## src/rtl/rv32i_pkg.sv

```systemverilog
// Shared RV32I pipeline types: writeback source select, load funct3 codes and
// the MEM/WB pipeline register layout.
package rv32i_pkg;

  typedef enum logic [1:0] {
    WB_ALU  = 2'b00,
    WB_LOAD = 2'b01,
    WB_PC4  = 2'b10
  } wb_sel_e;

  localparam logic [2:0] F3_LB  = 3'b000;
  localparam logic [2:0] F3_LH  = 3'b001;
  localparam logic [2:0] F3_LW  = 3'b010;
  localparam logic [2:0] F3_LBU = 3'b100;
  localparam logic [2:0] F3_LHU = 3'b101;

  // wb_sel is kept as raw bits so the reserved code 2'b11 can be stored as-is.
  typedef struct packed {
    logic        valid;
    logic        reg_write;
    logic [4:0]  rd;
    logic [1:0]  wb_sel;
    logic [2:0]  funct3;
    logic [31:0] alu_result;
    logic [31:0] pc_plus4;
    logic [31:0] load_data;
  } mem_wb_t;

endpackage

```

## src/rtl/load_aligner.sv

```systemverilog
// Combinational load extraction: picks the addressed byte/halfword out of the
// memory word, sign/zero-extends it, and flags misaligned halfword/word loads.
module load_aligner
  import rv32i_pkg::*;
(
  input  logic [2:0]  funct3,
  input  logic [1:0]  offset,
  input  logic [31:0] word,
  output logic [31:0] data,
  output logic        misaligned
);

  logic [7:0]  w_byte;
  logic [15:0] w_half;

  always_comb begin
    case (offset)
      2'd0:    w_byte = word[7:0];
      2'd1:    w_byte = word[15:8];
      2'd2:    w_byte = word[23:16];
      default: w_byte = word[31:24];
    endcase
    w_half = offset[1] ? word[31:16] : word[15:0];
  end

  always_comb begin
    data       = word;
    misaligned = 1'b0;
    case (funct3)
      F3_LB:  data = {{24{w_byte[7]}}, w_byte};
      F3_LBU: data = {24'b0, w_byte};
      F3_LH: begin
        data       = {{16{w_half[15]}}, w_half};
        misaligned = offset[0];
      end
      F3_LHU: begin
        data       = {16'b0, w_half};
        misaligned = offset[0];
      end
      // LW and every unlisted funct3 behave as a full-word load.
      default: begin
        data       = word;
        misaligned = |offset;
      end
    endcase
  end

endmodule

```

## src/rtl/writeback_stage.sv

```systemverilog
// MEM/WB pipeline register, writeback source mux, register-file write enable
// generation and retired-instruction counter for the RV32I 5-stage core.
module writeback_stage
  import rv32i_pkg::*;
#(
  parameter int XLEN = 32
) (
  input  logic            clk,
  input  logic            rst,
  input  logic            stall,
  input  logic            flush,
  input  logic            mem_valid,
  input  logic            mem_reg_write,
  input  logic [4:0]      mem_rd,
  input  logic [1:0]      mem_wb_sel,
  input  logic [2:0]      mem_funct3,
  input  logic [XLEN-1:0] mem_alu_result,
  input  logic [XLEN-1:0] mem_pc_plus4,
  input  logic [XLEN-1:0] mem_load_data,
  output logic [XLEN-1:0] register_file_data,
  output logic [4:0]      rd,
  output logic            en,
  output logic            wb_valid,
  output logic            load_misaligned,
  output logic [XLEN-1:0] retired_count
);

  mem_wb_t     r_wb;
  logic [31:0] r_retired_count;
  mem_wb_t     w_capture;
  logic [31:0] w_load_data;
  logic        w_load_mis;
  logic [31:0] w_selected;

  // Control priority: reset, then flush (bubble), then stall (hold), then capture.
  always_comb begin
    w_capture            = '0;
    w_capture.valid      = mem_valid;
    w_capture.reg_write  = mem_reg_write;
    w_capture.rd         = mem_rd;
    w_capture.wb_sel     = mem_wb_sel;
    w_capture.funct3     = mem_funct3;
    w_capture.alu_result = mem_alu_result;
    w_capture.pc_plus4   = mem_pc_plus4;
    w_capture.load_data  = mem_load_data;
  end

  always_ff @(posedge clk or posedge rst) begin
    if (rst) begin
      r_wb <= '0;
    end else if (flush) begin
      r_wb <= '0;
    end else if (!stall) begin
      r_wb <= w_capture;
    end
  end

  // An instruction retires on the edge it leaves WB, so a stalled one counts once.
  always_ff @(posedge clk or posedge rst) begin
    if (rst) begin
      r_retired_count <= '0;
    end else if (r_wb.valid && !stall) begin
      r_retired_count <= r_retired_count + 32'd1;
    end
  end

  load_aligner u_load_aligner (
    .funct3     (r_wb.funct3),
    .offset     (r_wb.alu_result[1:0]),
    .word       (r_wb.load_data),
    .data       (w_load_data),
    .misaligned (w_load_mis)
  );

  always_comb begin
    case (r_wb.wb_sel)
      WB_LOAD: w_selected = w_load_data;
      WB_PC4:  w_selected = r_wb.pc_plus4;
      default: w_selected = r_wb.alu_result;
    endcase
  end

  assign wb_valid           = r_wb.valid;
  assign rd                 = r_wb.rd;
  assign load_misaligned    = r_wb.valid && (r_wb.wb_sel == WB_LOAD) && w_load_mis;
  assign en                 = r_wb.valid && r_wb.reg_write && (r_wb.rd != 5'd0) && !load_misaligned;
  assign register_file_data = r_wb.valid ? w_selected : 32'd0;
  assign retired_count      = r_retired_count;

endmodule

```

## config.mk

```make
export PLATFORM = sky130hd
export DESIGN_NAME = writeback_stage
export DESIGN_NICKNAME = d
export VERILOG_FILES = /design/src/rtl/rv32i_pkg.sv /design/src/rtl/load_aligner.sv /design/src/rtl/writeback_stage.sv
export SDC_FILE = /design/constraint.sdc
export NUM_CORES = 1
export LEC_CHECK = 0
export BUFFER_PORTS_ARGS = -buffer_cell sky130_fd_sc_hd__buf_2
export CAP_MARGIN = 20
export CORE_MARGIN = 5
export CORE_UTILIZATION = 25
export DETAILED_ROUTE_END_ITERATION = 7
export GPL_TIMING_DRIVEN = 0
export PLACE_DENSITY = 0.41
export SLEW_MARGIN = 25
export SYNTH_ARGS = -nofsm -noshare
export SYNTH_HDL_FRONTEND = slang
export SYNTH_HIERARCHICAL = 1
export SYNTH_SLANG_ARGS = --single-unit
```

## constraint.sdc

```tcl
create_clock -name clk -period 4.06 [get_ports clk]
set_clock_uncertainty 0.15 [all_clocks]
set_input_delay 0.203 -clock clk [delete_from_list [all_inputs] [get_ports clk]]
set_output_delay 0.203 -clock clk [all_outputs]
set_load 0.03 [all_outputs]
```

==> results.tsv <==
metric	value	unit
run status	finished clean	
logic depth of the worst register-to-register path	5	
antenna cell count	0	
met2 capacity usage during global routing	26.0	%
Mapped Cells	744	
Die Footprint	33500	um^2
commonest cells after routing, fill and taps aside	buf_2 (201), dfrtp_1 (140), nor2_1 (123), dlygate4sd3_1 (109), mux2i_1 (108)	
final number of setup-violating endpoints	0	
required time of the critical path	3.71	ns
cell row count	63	
transition at the pin with the smallest max-transition slack	0.680	ns
Setup Fix Bufs, Post-CTS	0	
FF+latch area	3500	um^2
drc violations	0	
synthesis-to-layout area growth	42.5	%
peak per-stage delay on the critical path	0.55	ns
fraction of the yosys area taken by sequential cells	46.9	%
cell repeated most along the worst path	buf_2	
Global Route met1 Usage	22.1	%
starting utilization of the core area	25.3	%
summed negative setup slack over all endpoints	0	ns
number of top-level pins	184	
final cell count without fillers	1462	
CTS clk-pin slew, worst paths	0.07	ns
buffer type at the clock tree root	clkbuf_16	
Max rail drop VDD	277	uV
number of levels the H-tree was split into	4	
count of warnings emitted by yosys	6	
remaining antenna violation count after routing	0	
nature of the critical path startpoint	register	
maximum clock path buffer count	2	
antenna violations before repair	0	
die outline height	183	um
final hold violation count	0	
met3 layer usage reported by global route	2.78	%
Vias	6541	
placed cell count	1321	
router iterations before antenna repair	5	
crit path from	r_wb[65]	
distinct cell type count of the synthesized netlist	44	
final cycle utilization of the critical path	82.2	%
depth of the critical timing path with buffers and inverters included	9	
most common cell after layout, fill and taps aside	buf_2	
RR Endpoint	retired_count[24]	
kind of path behind the tightest hold check	input port to register	
cell area after synthesis	7470	um^2
fraction of final layout cells sized beyond drive strength 1	24.4	%
Buffers on Ports	182	
fillcell total	3071	
global router's overall resource usage	15.9	%
worst-path cell chain	buf_2, nand2b_1, clkbuf_1, a21oi_1, a311oi_1, a22oi_1, o21ai_0, and2_1, buf_2	
vias in the first global route	6642	
end point of the critical path	register_file_data[6]	
Reg-to-Reg Start	retired_count[9]	
type of the worst setup path	register to output pin	
number of buffers and inverters on the critical path	3	
net total in the final layout	1174	
hold-fix buffer count after cts	109	
final count of pins violating max slew	0	
cell with the largest stage delay on the worst path	a311oi_1	
Leak Pwr	5.27	nW
post-route minimum period	3.34	ns
clock tree from TritonCTS	built	
peak clock frequency supported by timing	300	MHz
pin count of the biggest net entering global routing	31	
Max Cap Violations	0	
most used routing layer	met2	
detailed-route wire length	26700	um
Crit Path Max Fanout	10	
tightest slew margin relative to the limit	54.7	%
dominant delay contributor by cell family on the critical path	compound AO/OA/AOI/OAI gates	
Avg Cell Area, Syn	10.0	um^2
R2R Setup Slk	2.08	ns
count of cells resized by post-cts repair	0	
synthesized net count	859	
synthesized flop and latch total	140	
kind of capture point of the worst setup path	output pin	
Clock Sink Count	140	
Power per Cell Area	356	nW/um^2
GRT Residual Overflow	0	
chip width	183	um
final weighted congestion in routability-driven placement	0.810	
placed wire-length estimate after detailed placement	19800	um
average wire per cell in the routed design	18.3	um
unrepaired setup endpoints after global routing	no	
violation count after the first detailed-routing iteration	289	
DR vias/cell	4.47	
footprint of the multi-input gates	3590	um^2
Std-Cell Core Area	29600	um^2
first-pass GRT wire length	41200	um
clock buffers created by TritonCTS	17	
Data arrival, critical path	2.98	ns
later-pin clock latency in the skew report	0.43	ns
==> where the power goes <==
group	internal [mW]	switching, mW	total (mW)
registers	1.47	0.0765	1.55
logic	0.294	0.365	0.658
clock network	0.867	0.720	1.59
total	2.63	1.16	3.79
==> logic make-up after synthesis <==
family | share of synthesized area (%)
compound gates | 9.83
xor+xnor | 3.63
fa+ha+maj | 0.502
buf+inv | 5.04
flops | 46.9
mux | 17.5
simple gates | 16.6
==> layer usage <==
layer,up-vias,wire [um]
li1,3222,-
met1,3126,12500
met2,172,12600
met3,21,1150
met4,0,399
met5,-,0
==> through the flow <==
step | setup slack [ns] | util (%) | power (mW) | instance area [um^2] | hold WS [ns]
2_1_floorplan | 1.68 | - | 1.92 | 7480 | 0.206
3_3_place_gp | 0.738 | 30.0 | 2.15 | 8880 | 0.291
3_5_place_dp | 1.22 | 30.4 | 2.16 | 8980 | 0.140
4_1_cts | 0.747 | 36.0 | 3.85 | 10700 | 0.0271
5_1_grt | 0.574 | 36.0 | 3.99 | 10700 | 0.0554
6_report | 0.724 | 36.0 | 3.79 | 10700 | 0.0408
==> flip-flops by register name, summed over array words and instances, names as in the netlist <==
signal / count
retired_count: 32
wb_valid: 1
rd: 5
r_wb: 102
==> cell usage after synthesis (all sizes together) <==
library cell  instances  share of area [%]
a211oi                1               0.10
a21oi                 9               0.60
a221o                 8                1.1
a22o                  8               0.94
a22oi                33                3.5
a311oi                8               0.94
and2                 35                3.0
and3                  7               0.62
and4                  3               0.37
and4b                 1               0.13
buf                  33                2.7
clkbuf               30                1.5
dfrtp               140                 47
ha                    3               0.50
inv                  17               0.85
mux2                  2               0.30
mux2i               108                 14
mux4                  8                2.8
nand2                57                2.9
nand2b                1              0.084
nand3                 7               0.47
nand3b                1               0.10
nand4                15                1.3
nor2                124                6.3
nor2b                 4               0.33
nor3                  5               0.33
nor3b                 1               0.10
nor4                  2               0.37
o21ai                40                2.7
or2                   1              0.084
or4b                  1               0.18
xnor2                25                2.9
xor2                  6               0.70
==> cell type report <==
type | count | area share [%]
Buffer | 63 | 2.94
Clock buffer | 17 | 3.99
Clock inverter | 15 | 1.43
Inverter | 17 | 0.634
Multi-Input combinational cell | 524 | 33.7
Sequential cell | 140 | 32.9
Tap cell | 390 | 4.58
Timing Repair Buffer | 296 | 19.8
==> worst reg2reg max path, stage by stage, from the launching register on <==
cell	delay, ns
dfrtp_1	0.47
nand4_2	0.21
nor4_4	0.58
buf_6	0.22
nand4_1	0.10
xnor2_1	0.15
==> how the worst min path moves through the flow <==
stage	from	cells after the start	slack (ns)	end
floorplan	mem_load_data[0]	2	0.21	r_wb[0]
finish	stall	3	0.04	retired_count[2]
global route	stall	3	0.06	retired_count[2]
global placement	mem_load_data[19]	3	0.29	r_wb[19]
CTS	stall	3	0.03	retired_count[2]
detailed placement	rst	2	0.14	r_wb[74]
Power figures use the tool's default switching activity.
